===== src/rtl/bcd_counter_n.sv =====
// N-digit BCD up/down event counter with prescaler, parallel load and wrap/saturate limits.
// Feeds the 7-segment path directly and reports range-limit events to the timer FSM.
module bcd_counter_n #(
    parameter int DIGITS   = 4,
    parameter int PRESCALE = 1,
    parameter int SATURATE = 0
) (
    input  logic                  Clock,
    input  logic                  Clear,
    input  logic                  Init,
    input  logic                  E,
    input  logic                  Up,
    input  logic                  Load,
    input  logic [4*DIGITS-1:0]   LoadVal,
    output logic [4*DIGITS-1:0]   BCD,
    output logic                  Carry,
    output logic                  Overflow,
    output logic                  Zero
);

    localparam int W  = 4 * DIGITS;
    localparam int PW = (PRESCALE > 1) ? $clog2(PRESCALE) : 1;
    localparam logic [PW-1:0] PRE_LAST = PW'(PRESCALE - 1);

    logic [PW-1:0] pre_q, pre_d;
    logic [W-1:0]  bcd_d, inc_val, dec_val, clamp_val;
    logic          carry_d, ovf_d;
    logic          all_nines, all_zeros, boundary;
    logic [3:0]    d_cur, d_ld;
    logic          c_chain, b_chain;

    // Per-digit increment, decrement and load clamp, all resolved in one cycle.
    // NOTE: every variable gets a value before any branch so no latch is inferred.
    always_comb begin
        c_chain   = 1'b1;
        b_chain   = 1'b1;
        inc_val   = '0;
        dec_val   = '0;
        clamp_val = '0;
        d_cur     = '0;
        d_ld      = '0;
        for (int k = 0; k < DIGITS; k++) begin
            d_cur = BCD[4*k +: 4];
            d_ld  = LoadVal[4*k +: 4];
            inc_val[4*k +: 4]   = c_chain ? ((d_cur == 4'd9) ? 4'd0 : d_cur + 4'd1) : d_cur;
            dec_val[4*k +: 4]   = b_chain ? ((d_cur == 4'd0) ? 4'd9 : d_cur - 4'd1) : d_cur;
            clamp_val[4*k +: 4] = (d_ld > 4'd9) ? 4'd9 : d_ld;
            c_chain = c_chain & (d_cur == 4'd9);
            b_chain = b_chain & (d_cur == 4'd0);
        end
        all_nines = c_chain;
        all_zeros = b_chain;
    end

    assign boundary = Up ? all_nines : all_zeros;

    always_comb begin
        pre_d   = pre_q;
        bcd_d   = BCD;
        carry_d = 1'b0;
        ovf_d   = Overflow;
        if (Init) begin
            pre_d = '0;
            bcd_d = '0;
            ovf_d = 1'b0;
        end else if (Load) begin
            pre_d = '0;
            bcd_d = clamp_val;
            ovf_d = 1'b0;
        end else if (E) begin
            if (pre_q == PRE_LAST) begin
                pre_d = '0;
                // Wrapping falls out of the digit arithmetic; saturation just holds.
                if (boundary) begin
                    carry_d = 1'b1;
                    ovf_d   = 1'b1;
                end
                if (!(boundary && SATURATE != 0))
                    bcd_d = Up ? inc_val : dec_val;
            end else begin
                pre_d = pre_q + PW'(1);
            end
        end
    end

    // NOTE: state registers use non-blocking assignments so all flops update together.
    always_ff @(posedge Clock or posedge Clear) begin
        if (Clear) begin
            pre_q    <= '0;
            BCD      <= '0;
            Carry    <= 1'b0;
            Overflow <= 1'b0;
            Zero     <= 1'b1;
        end else begin
            pre_q    <= pre_d;
            BCD      <= bcd_d;
            Carry    <= carry_d;
            Overflow <= ovf_d;
            Zero     <= (bcd_d == '0);
        end
    end

endmodule


===== config.mk =====
export PLATFORM = sky130hd
export DESIGN_NAME = bcd_counter_n
export DESIGN_NICKNAME = d
export VERILOG_FILES = /design/src/rtl/bcd_counter_n.sv
export SDC_FILE = /design/constraint.sdc
export NUM_CORES = 1
export LEC_CHECK = 0
export ABC_CLOCK_PERIOD_IN_PS = 2900
export CELL_PAD_IN_SITES_DETAIL_PLACEMENT = 0
export CELL_PAD_IN_SITES_GLOBAL_PLACEMENT = 1
export CORE_ASPECT_RATIO = 1.5
export CORE_UTILIZATION = 38
export CTS_CLUSTER_DIAMETER = 100
export CTS_CLUSTER_SIZE = 20
export DETAILED_ROUTE_END_ITERATION = 10
export GPL_ROUTABILITY_DRIVEN = 0
export PLACE_DENSITY_LB_ADDON = 0.1
export SYNTH_ARGS = -nofsm -noshare
export SYNTH_HDL_FRONTEND = slang
export SYNTH_SLANG_ARGS = --single-unit

===== constraint.sdc =====
create_clock -name Clock -period 2.9 [get_ports Clock]
set_input_delay 0.435 -clock Clock [delete_from_list [all_inputs] [get_ports Clock]]
set_output_delay 0.435 -clock Clock [all_outputs]
set_load 0.05 [all_outputs]

==> results.sh <==
export IMPL_cts_tree="done"
export IMPL_synthCells=264
export IMPL_status="complete, no violations"
export IMPL_fin_area_mm2=0.00264
export IMPL_power_density_mw_per_mm2=347
export IMPL_cts_buffers=3
export IMPL_worstSetupEndpointType="flip-flop"
export IMPL_antenna_found_initial=0
export IMPL_crit_chain="inv_1 > ha_1 > or3b_4 > o21ai_1 > o21ai_1 > o21ai_0 > a21oi_1 > or4_1 > nor3_2"
export IMPL_routedWlPerCell_um=18.2
export IMPL_synth_seq_area_share_pct=23.1
export IMPL_final_cell_mix="clkdlybuf4s50_1, inv_1, nor2_1, buf_4"
export IMPL_power_internal_mw=0.543
export IMPL_ir_worst_vdd_mv=0.209
export IMPL_drcViolationCount=0
export IMPL_finalSetupTns_ns=0
export IMPL_drv_slew=0
export IMPL_vias_per_cell=6.10
export IMPL_clock_latency_ns=0.27
export IMPL_grt_max_degree=35
export IMPL_vias=2293
export IMPL_tightest_slew_ns=0.782
export IMPL_max_stage_delay_ns=0.53
export IMPL_start_util_pct=39.9
export IMPL_dieHeight_um=92.2
export IMPL_cpMaxStageDelayCell="or4_1"
export IMPL_mostFrequentLayoutCell="clkdlybuf4s50_1"
export IMPL_grt_first_pass_wirelength_mm=11.2
export IMPL_finalCriticalPeriod_ns=2.69
export IMPL_synth_area_mm2=0.00206
export IMPL_cp_buffers_inverters=1
export IMPL_grt_pass1_vias=2217
export IMPL_p_seq_share_pct=34.2
export IMPL_chipWidth_um=62.1
export IMPL_clock_tree_htree_level_count=1
export IMPL_dieArea_mm2=0.00572
export IMPL_wirelength_mm=6.84
export IMPL_crit_top_cell="o21ai_1"
export IMPL_setup_viol=0
export IMPL_timing_final_crit_share_pct=92.9
export IMPL_io_pins=41
export IMPL_combPwrFrac_pct=44.2
export IMPL_initialDrtViolationCount=138
export IMPL_place_port_buffers=40
export IMPL_antenna_cells=0
export IMPL_syn_num_nets=298
export IMPL_synthArstFlopShare_pct=100
export IMPL_syn_to_final_growth_pct=28.2
export IMPL_synth_seq_cells=19
export IMPL_ant_nets=0
export IMPL_postCtsHoldBufs=0
export IMPL_synth_cell_type_count=63
export IMPL_cap_violations=0
export IMPL_hpwl_mm=5.22
export IMPL_drive_gt1_share_pct=11.4
export IMPL_track_usage_pct=24.8
export IMPL_clock_skew_ns=0.00471
export IMPL_swShare_pct=40.8
export IMPL_synthFlopType="dfrtp_1"
export IMPL_nets=343
export IMPL_coreArea_mm2=0.00516
export IMPL_gr_total_overflow=0
export IMPL_rsz0062_at_grt="false"
export IMPL_clk_pin_slew_ns=0.08
export IMPL_rows=32
export IMPL_yosys_warnings=0
export IMPL_cp_max_fo=8
export IMPL_power_leakage_nw=1.06
export IMPL_syn_avg_cell_area_um2=7.80
export IMPL_clkPwrFrac_pct=21.6
export IMPL_max_freq_ghz=0.371
export IMPL_crit_required_ns=3.09
export IMPL_slew_headroom_pct=47.8
export IMPL_crit_arrival_ns=2.88
export IMPL_cts_root_buf="clkbuf_8"
export IMPL_hold_viol_final=0
export IMPL_power_switching_mw=0.374
export IMPL_min_path_type="flip-flop to flip-flop"
export IMPL_worstSetupStartpointType="flip-flop"
export IMPL_synth_enable_flop_cells=0
export IMPL_placed_area_mm2=0.00259
export IMPL_crit_family="simple AND/OR/NAND/NOR gates"
export IMPL_cts_buffer_depth=2
export IMPL_worstSetupPathType="flip-flop to flip-flop"
export IMPL_drt_pre_antenna_iters=4
export IMPL_cts_sinks=19
-- flip-flops by register name (all words and copies together), names as in the netlist --
name and count:
BCD 16, Zero 1, Overflow 1, Carry 1
-- Yosys cell counts (all sizes together) (2+ instances only) --
cell type   n  area [um^2]
a211o       2         17.5
o41ai       2         17.5
clkbuf     10         37.5
ha         12          150
o32ai       3         26.3
inv        24         90.1
nor4        4         37.5
a221oi      5         43.8
or3b        3         26.3
o21ai      22          114
o211ai      2         15.0
nor3       12         65.1
nor2       23         86.3
o22ai       2         12.5
a31oi       9         56.3
o21a        2         15.0
dfrtp      18          450
nand2       7         26.3
a21oi      13         65.1
a211oi      5         37.5
nand2b      5         31.3
a41oi       2         17.5
a21o        2         15.0
buf         9         58.8
nand4b      3         26.3
nor2b       5         31.3
nand3b      5         45.0
nor3b       6         50.1
o311ai      2         17.5
nand4       3         18.8
and3b       5         43.8
nand3      13         65.1
o31ai       2         15.0
a311oi      2         17.5
mux2i       2         20.0
o311a       2         20.0
-- power by group through the flow --
stage                     registers (mW)  logic, mW  clock network (mW)
after floorplan                    0.364      0.204                   0
after global placement             0.319      0.405                   0
after detailed placement           0.318      0.400                   0
after CTS                          0.313      0.402               0.201
after global routing               0.318      0.436               0.207
final                              0.314      0.405               0.198
-- metal layers --
| metal | track usage, % | part of all wire [%] | vias up |
|---|---|---|---|
| li1 | - | - | 1082 |
| met1 | 30.6 | 40 | 1067 |
| met2 | 41.0 | 47 | 110 |
| met3 | 3.11 | 6.1 | 34 |
| met4 | 14.5 | 6.3 | 0 |
| met5 | 0 | 0 | - |
-- final cells by class --
class                      count  area, um^2
sequential                    19         477
multi-input combinational    202        1400
tap                           68        85.1
inverter                      24        90.1
clock inverter                 1        5.00
fill                         502        2520
timing repair buffer          59         543
clock buffer                   3        41.3
-- final timing paths --
kind / start / endpoint / slack, ns / depth (start not counted)
max: BCD[1] / Zero / 0.21 / 9
min: Overflow / Overflow / 0.49 / 1
max reg2reg: BCD[1] / Zero / 0.21 / 9
min reg2reg: Overflow / Overflow / 0.49 / 1
max in group asynchronous: Clear / BCD[11] / 1.81 / 2
min in group asynchronous: Clear / Overflow / 0.61 / 2
-- through the flow --
stage	cells	total power [mW]	hold slack [ns]	setup slack, ns	utilization, %
5_1_grt	376	0.961	0.506	0.0566	51.1
6_report	376	0.917	0.488	0.207	51.1
2_1_floorplan	264	0.568	0.385	0.270	-
4_1_cts	376	0.916	0.494	0.107	51.1
3_5_place_dp	372	0.718	0.471	0.171	50.2
3_3_place_gp	372	0.723	0.466	0.184	50.2
-- cell families (layout without fill, tap and decap cells) --
logic type	Yosys count	in the layout	synth area share, %
AOI/OAI and AO/OA	86	86	28.3
xor gates and xnor gates	1	1	0.425
adders and majority gates	12	12	7.29
buffers and inverters	43	87	9.05
DFF	19	19	23.1
muxes	3	3	1.52
and+or+nand+nor	100	100	30.3
-- repair_timing --
item                                    4_1_cts  5_1_grt
resized for setup                             0        1
endpoints found under the setup margin        0        1
setup buffers                                 0        0
Note: power is estimated with default switching activity, not from simulation.
